`src/rtl/rr_arb_pkg.sv`:
```
// Round-robin arbiter shared types and helpers.
// Index width is derived from the request count.
package rr_arb_pkg;

  localparam int REQCNT_DEF = 16;

  function automatic int idx_w(input int n);
    return (n < 2) ? 1 : $clog2(n);
  endfunction

  localparam int IDXW_DEF = idx_w(REQCNT_DEF);

  typedef logic [IDXW_DEF-1:0] idx_t;

endpackage

```
`src/rtl/rr_arb_if.sv`:
```
// Request/grant bundle between the requester bank
// and the round-robin arbiter.
interface rr_arb_if
  import rr_arb_pkg::*;
#(
  parameter int REQCNT = REQCNT_DEF
) ();

  localparam int IDXW = idx_w(REQCNT);

  logic [REQCNT-1:0] req_i;
  logic              req_val_i;
  logic [IDXW-1:0]   req_num_o;
  logic              req_num_val_o;

  modport master (
    output req_i,
    output req_val_i,
    input  req_num_o,
    input  req_num_val_o
  );

  modport slave (
    input  req_i,
    input  req_val_i,
    output req_num_o,
    output req_num_val_o
  );

endinterface

```
`src/rtl/rr_rotate_ffs.sv`:
```
// Circular find-first-set starting just after ptr.
// The ptr index itself is examined last.
module rr_rotate_ffs
  import rr_arb_pkg::*;
#(
  parameter  int REQCNT = REQCNT_DEF,
  localparam int IDXW   = idx_w(REQCNT)
) (
  input  logic [REQCNT-1:0] req,
  input  logic [IDXW-1:0]   ptr,
  output logic [IDXW-1:0]   win,
  output logic              found
);

  int j;

  always_comb begin
    win   = '0;
    found = 1'b0;
    j     = 0;
    for (int k = 1; k <= REQCNT; k++) begin
      j = int'(ptr) + k;
      if (j >= REQCNT) j = j - REQCNT;
      if (!found && req[IDXW'(j)]) begin
        found = 1'b1;
        win   = IDXW'(j);
      end
    end
  end

endmodule

```
`src/rtl/rr_arb_top.sv`:
```
// Round-robin arbiter: registered grant index with
// a last-grant pointer driving rotating priority.
module rr_arb_top
  import rr_arb_pkg::*;
#(
  parameter int REQCNT = REQCNT_DEF
) (
  input logic  clk_i,
  input logic  rst_i,
  rr_arb_if.slave bus
);

  localparam int IDXW = idx_w(REQCNT);

  logic [IDXW-1:0] ptr_q;
  logic [IDXW-1:0] num_q;
  logic            val_q;
  logic [IDXW-1:0] win;
  logic            found;

  rr_rotate_ffs #(
    .REQCNT(REQCNT)
  ) u_ffs (
    .req   (bus.req_i),
    .ptr   (ptr_q),
    .win   (win),
    .found (found)
  );

  // Pointer resets to the top index so requester 0 wins first.
  always_ff @(posedge clk_i or negedge rst_i) begin
    if (!rst_i) begin
      ptr_q <= IDXW'(REQCNT - 1);
      num_q <= '0;
      val_q <= 1'b0;
    end else if (bus.req_val_i && found) begin
      ptr_q <= win;
      num_q <= win;
      val_q <= 1'b1;
    end else begin
      val_q <= 1'b0;
    end
  end

  assign bus.req_num_o     = num_q;
  assign bus.req_num_val_o = val_q;

endmodule

```
`src/flat_wrapper.sv`:
```
// flat-port wrapper written by rule: the top's interface ports become plain ports
module rr_arb_top_flat import rr_arb_pkg::*;
#(
  parameter int REQCNT = REQCNT_DEF
)
  (clk_i, rst_i, bus_req_i, bus_req_val_i, bus_req_num_o, bus_req_num_val_o);
  rr_arb_if #(.REQCNT(REQCNT)) bus_i ();
  input logic clk_i;
  input logic rst_i;
  input wire logic [$bits(bus_i.req_i)-1:0] bus_req_i;
  input wire logic [$bits(bus_i.req_val_i)-1:0] bus_req_val_i;
  output wire logic [$bits(bus_i.req_num_o)-1:0] bus_req_num_o;
  output wire logic [$bits(bus_i.req_num_val_o)-1:0] bus_req_num_val_o;
  assign bus_i.req_i = bus_req_i;
  assign bus_i.req_val_i = bus_req_val_i;
  assign bus_req_num_o = bus_i.req_num_o;
  assign bus_req_num_val_o = bus_i.req_num_val_o;
  rr_arb_top #(.REQCNT(REQCNT)) u_core (.clk_i(clk_i), .rst_i(rst_i), .bus(bus_i));
endmodule
```
`config.mk`:
```
export PLATFORM = sky130hd
export DESIGN_NAME = rr_arb_top_flat
export DESIGN_NICKNAME = d
export VERILOG_FILES = /design/src/rtl/rr_arb_pkg.sv /design/src/rtl/rr_arb_if.sv /design/src/rtl/rr_rotate_ffs.sv /design/src/rtl/rr_arb_top.sv /design/src/flat_wrapper.sv
export SDC_FILE = /design/constraint.sdc
export NUM_CORES = 1
export LEC_CHECK = 0
export ABC_CLOCK_PERIOD_IN_PS = 10200
export BUFFER_PORTS_ARGS = -buffer_cell sky130_fd_sc_hd__buf_2
export CAP_MARGIN = 15
export CELL_PAD_IN_SITES_DETAIL_PLACEMENT = 1
export CELL_PAD_IN_SITES_GLOBAL_PLACEMENT = 2
export CORE_MARGIN = 2
export CORE_UTILIZATION = 35
export DETAILED_ROUTE_END_ITERATION = 16
export GPL_TIMING_DRIVEN = 0
export PLACE_DENSITY = 0.79
export SYNTH_ARGS = -nofsm -noshare
export SYNTH_HDL_FRONTEND = slang
export SYNTH_HIERARCHICAL = 1
export SYNTH_SLANG_ARGS = --single-unit
export TNS_END_PERCENT = 20
```
`constraint.sdc`:
```
create_clock -name clk_i -period 10.2 [get_ports clk_i]
set_input_delay 0 -clock clk_i [delete_from_list [all_inputs] [get_ports clk_i]]
set_output_delay 0 -clock clk_i [all_outputs]
set_load 0.02 [all_outputs]
```
After elaboration in Yosys (flattened, before gate mapping)
Cells that the tools add are included.
{ "totals": {"regBits": 9, "in_bits": 19, "output_inout_bits": 5, "wordCells": 195} }
{ "op_classes": {"add_sub_neg": 32, "n_lt_le_gt_ge": 32, "n_mux": 97, "reduce_logical": 31} }
{ "op_table": {"columns": ["cell", "n"], "rows": [
  ["4-bit two-way mux", 32],
  ["4-bit by 6-bit less-than comparator with 1-bit output (second input constant)", 16],
  ["5-bit greater-or-equal comparator (second input constant)", 15],
  ["1-bit binary-select mux with 4-bit select", 16],
  ["4-bit by 1-bit subtractor with 4-bit output (second input constant)", 16],
  ["1-bit two-way mux", 49],
  ["4-bit by 4-bit adder with 5-bit output (second input constant)", 8],
  ["4-bit by 3-bit adder with 5-bit output (second input constant)", 4],
  ["1-bit logical AND", 16],
  ["1-bit logical NOT", 15],
  ["4-bit by 2-bit adder with 5-bit output (second input constant)", 2],
  ["4-bit by 5-bit adder with 6-bit output (second input constant)", 1],
  ["6-bit by 5-bit greater-or-equal comparator with 1-bit output (second input constant)", 1],
  ["4-bit by 1-bit adder with 5-bit output (second input constant)", 1]
]} }

Depth between registers and ports, before layout
{ "logic_depth": {"ltp_word": 54, "mapped_depth": 17, "ltp_nobuf": 12} }

Cells and area by module
The synthesis kept the hierarchy.
{ "modules_own_cells": {"columns": ["mod", "instances", "cells_per_inst", "area_each_um2", "seq_area_each_um2"], "rows": [
  ["rr_rotate_ffs", 1, 294, 2531.2, 0.0],
  ["rr_arb_top", 1, 23, 330.3, 230.2]
]} }

Worst setup path after synthesis
No wires, ideal clock.
{ "synth_timing": {"kind": "register to register", "from": "reg u_core.ptr_q[0]", "to": "reg u_core.num_q[0] (netlist: u_core/bus.req_num_o[0])", "setup_time_ps": 64, "arrival_time_ps": 4008, "t_required_ps": 10136, "slack_ps": 6128, "stages_incl_launch_ff": 17, "path_buffers": 4, "synth_period_minus_slack_ps": 4072, "cell_sequence": "dfstp_2 -> buf_6 -> buf_12 -> buf_6 -> inv_1 -> ha_1 -> clkbuf_1 -> mux4_2 -> mux2i_1 -> mux2i_1 -> nor4_4 -> nand3_4 -> or4_1 -> a32oi_1 -> a31o_1 -> and3_2 -> a21o_1"} }
{ "synth_via": {"word_cells_on_any_way": 175, "classes_between": "32 x add/sub; 16 x order compare; 96 x mux; 31 x reduce/logical"} }
{ "synth_rtl": {"columns": ["item", "line", "text"], "rows": [
  ["start: declaration", "rr_arb_top.sv:15", "logic [IDXW-1:0] ptr_q;"],
  ["start signal: assignment", "rr_arb_top.sv:33", "ptr_q <= IDXW'(REQCNT - 1);"],
  ["start signal: assignment", "rr_arb_top.sv:37", "ptr_q <= win;"],
  ["4-bit by 1-bit adder with 5-bit output", "rr_rotate_ffs.sv:22", "j = int'(ptr) + k;"],
  ["4-bit by 1-bit subtractor with 4-bit output or 5-bit greater-or-equal comparator (tied branches)", "rr_rotate_ffs.sv:23", "if (j >= REQCNT) j = j - REQCNT;"],
  ["4-bit two-way mux", "rr_rotate_ffs.sv:23", null],
  ["1-bit binary-select mux with 4-bit select", "rr_rotate_ffs.sv:24", "if (!found && req[IDXW'(j)]) begin"],
  ["1-bit two-way mux (implied by the code) (2 in series)", "rr_rotate_ffs.sv:24", null],
  ["1-bit two-way mux", "rr_rotate_ffs.sv:24", null],
  ["1-bit logical NOT", "rr_rotate_ffs.sv:24", null],
  ["1-bit logical AND", "rr_rotate_ffs.sv:24", null],
  ["[36 not listed]", null, null],
  ["1-bit two-way mux", "rr_rotate_ffs.sv:24", null],
  ["1-bit logical NOT", "rr_rotate_ffs.sv:24", null],
  ["1-bit logical AND", "rr_rotate_ffs.sv:24", null],
  ["1-bit two-way mux", "rr_rotate_ffs.sv:24", null],
  ["1-bit logical NOT", "rr_rotate_ffs.sv:24", null],
  ["1-bit logical AND", "rr_rotate_ffs.sv:24", null],
  ["4-bit two-way mux *", "rr_rotate_ffs.sv:24", null],
  ["via u_core.win[0]", "rr_arb_top.sv:18", "logic [IDXW-1:0] win;"],
  ["end signal: assignment", "rr_arb_top.sv:38", "num_q <= win;"],
  ["end: declaration", "rr_arb_top.sv:16", "logic [IDXW-1:0] num_q;"]
]} }
The timed path passes the listed nets; every way through them passes the cells marked *. The select of a mux whose other input is x is not followed.
A chain may end at the register's enable or synchronous reset.

Worst setup path after layout
{ "layout_timing": {"from": "reg u_core.ptr_q[1]", "to": "reg u_core.num_q[3] (netlist: u_core/bus.req_num_o[3])"} }
Same word-level chain as after synthesis.

==> run summary <==
Run status = complete, no violations
Slew headroom = 36.22%
Final HPWL DP = 8183 µm
Clock Skew = 0.6146 ps
Clk Latency, worst-skew pair = 230 ps
Initial core utilization = 36.65%
Dpl cells = 442
Netlist cell types = 63
Initial antenna violation count = 0
F_max = 196.0 MHz
Count of state elements after synthesis = 9
Sequential fraction of the synthesis area = 8.045%
Predominant post-synthesis flop cell = dfrtp_1
Final Cycle Share = 50.02%
Critical Path RT = 10,320 ps
Synthesized instance count = 317
Die width = 94.42 µm
Final core occ = 40.46%
CP max stage cell = dfstp_2
Critical path cell sequence = clkbuf_1 > inv_1 > ha_1 > clkbuf_1 > mux4_2 > mux2i_1 > mux2i_1 > nor4_4 > and3_1 > clkbuf_1 > nand2_1 > nor3_1 > o221ai_1 > and3_2 > a21o_1
Worst setup path startpoint = u_core/ptr_q[1]
DR WL/cell = 23.01 µm
R2r startpoint = u_core/ptr_q[1]
DR vias/cell = 6.378
Fin cells = 447
Clock H-tree levels = 1
CP Class = reg2reg
Die height = 94.42 µm
CP max stage delay = 580 ps
Ys Warns = 6
Total grt overflow = 0
Number of synthesized flops with an enable pin = 0
WL final = 10,290 µm
Final net count = 373
Largest net degree at the start of global routing = 12
Num CTS Buffers = 3
Final setup vio count = 0
Root Buffer Master = clkbuf_8
Crit. End Element = flip-flop
HP Class = in2reg
TNS Setup = 0 ps
R2r worst-path depth = 15
Final hold violation count = 0
Async SR Flop Fraction = 100.0%
Final ANT Viol Nets = 0
CTS tree = done
I/O Pins = 24
Fin. max-slew vios = 0
Least-Margin Pin Slew = 949.8 ps
Pre-CTS WS = 5140 ps
Average cell area after synthesis = 9.027 µm²
# Max-Cap Violations = 0
Core area = 7807 µm²
Layout cells sized above 1 = 25.80%
Clock slew at reported path FFs = 40 ps
R2R Setup Slk = 5100 ps
Total DRC errors in the routed layout = 0
Setup WS post-layout = 5098 ps
Area growth from synthesis to layout = 10.41%
Worst Setup EP = u_core/bus.req_num_o[3]
Crit path DAT = 5220 ps
Clock Path Buffers = 2
Max FO, Critical Path = 10
RePlAce Congestion = 0.9113
I/O Buffers = 23
Post-CTS sizing = 0
Clock sinks = 9
Site Rows = 32
Reg-to-Reg End = u_core/bus.req_num_o[3]
Worst setup SP type = flip-flop
Drt pass-1 iters = 4
Hold path startpoint = bus_req_val_i
DIE AREA = 8915 µm²
RSZ-0062 raised after global routing = false
Iter 0 DRT Violations = 258
Crit path time final = 5102 ps
Netlist Area Pre-Place = 2861 µm²
First-pass GRT wire length = 16,910 µm
Fill cells = 947
Mapped Nets = 344
Most used cell, CP = clkbuf_1
Vias in the first global route = 2,929
Routed vias = 2,851
# diodes = 0
GRT Total Usage = 24.49%
==> synthesized netlist by cell type (2+ instances only) <==
cell type	n	area share, %
xnor2_1	4	1.2
xor2_1	3	0.92
nand4_1	2	0.44
clkbuf_1	8	1.0
mux4_2	28	22
a22o_1	2	0.61
a221oi_1	2	0.61
a21oi_1	19	3.3
nand3_1	4	0.70
a31o_2	2	0.61
a2bb2oi_1	3	0.92
and2_1	3	0.66
a21boi_0	4	1.0
o32ai_1	2	0.61
ha_1	8	3.5
clkinv_1	2	0.26
dfrtp_1	5	4.4
a21o_1	10	2.6
and3_2	4	1.0
inv_1	10	1.3
mux2i_1	40	14
o211ai_1	2	0.52
nor3_1	9	1.6
xnor2_2	2	1.1
a31oi_1	6	1.3
mux2_2	9	3.5
nand2_1	29	3.8
o31ai_1	3	0.79
nor2_1	25	3.3
dfstp_2	4	3.7
buf_6	2	0.79
nor2b_1	4	0.87
buf_2	3	0.52
o22ai_1	6	1.3
a32oi_1	3	0.92
o21ai_0	14	2.4
nand2b_1	2	0.44
mux4_1	3	2.8
and3_1	2	0.44
==> metal layers <==
metal	part of all wire (%)	track usage (%)
met1	44	33.83
met2	50	42.14
met3	4.3	1.437
met4	1.8	5.797
met5	0	0
==> registers in the layout, summed over array words and instances (netlist names) <==
name and cells:
u_core/bus.req_num_val_o 1, u_core/bus.req_num_o 4, u_core/ptr_q 4
==> how the worst min path moves through the flow <==
stage                          endpoint  slack [ps]  cells past startpoint
2_1_floorplan   u_core/bus.req_num_o[0]        -300                      0
3_3_place_gp   u_core/bus.req_num_val_o        -150                      1
3_5_place_dp   u_core/bus.req_num_val_o        -150                      1
4_1_cts        u_core/bus.req_num_val_o         140                      3
5_1_grt        u_core/bus.req_num_val_o         160                      2
6_report       u_core/bus.req_num_val_o         130                      3
==> through the flow <==
step,instance area [µm²],hold slack [ps]
detailed placement,3104,-145.6
global placement,3104,-145.9
floorplan,2861,-295.6
global route,3159,161.4
CTS,3159,136.4
finish,3159,131.1
==> cell usage in the layout, fill, tap and decap left out, types with 4 or more instances in the layout <==
cell      instances
xnor2_1           4
mux2_2            9
a21o_1           10
a21boi_0          4
nor2b_1           4
ha_1              8
buf_2            26
nand3_1           4
a31oi_1           6
nor2_1           25
mux2i_1          40
dfstp_2           4
a21oi_1          19
clkbuf_1          9
o21ai_0          14
inv_1            10
mux4_2           28
and3_2            4
o22ai_1           6
nand2_1          29
dfrtp_1           5
nor3_1            9
==> kinds of logic (layout without fill, tap and decap cells) <==
family                     Yosys count  after routing  synth area share [%]
and+or+nand+nor                     93             93                 16.53
AOI/OAI and AO/OA                   86             86                 19.98
muxes                               82             82                 43.20
buffers and inverters               30             58                 5.466
xor gates and xnor gates             9              9                 3.279
DFF                                  9              9                 8.045
adders and majority gates            8              8                 3.498
==> critical path: cells and delay by family, from the launching register on <==
| kind | cells | cell delay (ps) |
|---|---|---|
| fa+ha+maj | 1 | 380 |
| mux | 3 | 1090 |
| compound gates | 2 | 320 |
| flops | 1 | 580 |
| simple gates | 5 | 1230 |
| buf+inv | 4 | 1370 |
==> area by class of cell <==
cell class	count	area (µm²)	area share, %
Buffer	16	98.84	3.129
Clock buffer	4	45.04	1.426
Inverter	14	57.56	1.822
Multi-Input combinational cell	278	2475	78.34
Sequential cell	9	230.2	7.287
Tap cell	102	127.6	4.040
Timing Repair Buffer	24	125.1	3.960
==> what timing repair did <==
action,CTS,global route
setup buffers,0,0
endpoints found under the hold margin,9,0
hold buffers,1,0
Power is not shown: default switching activity piles up to over one toggle a cycle in this logic, so the estimate is an artifact.
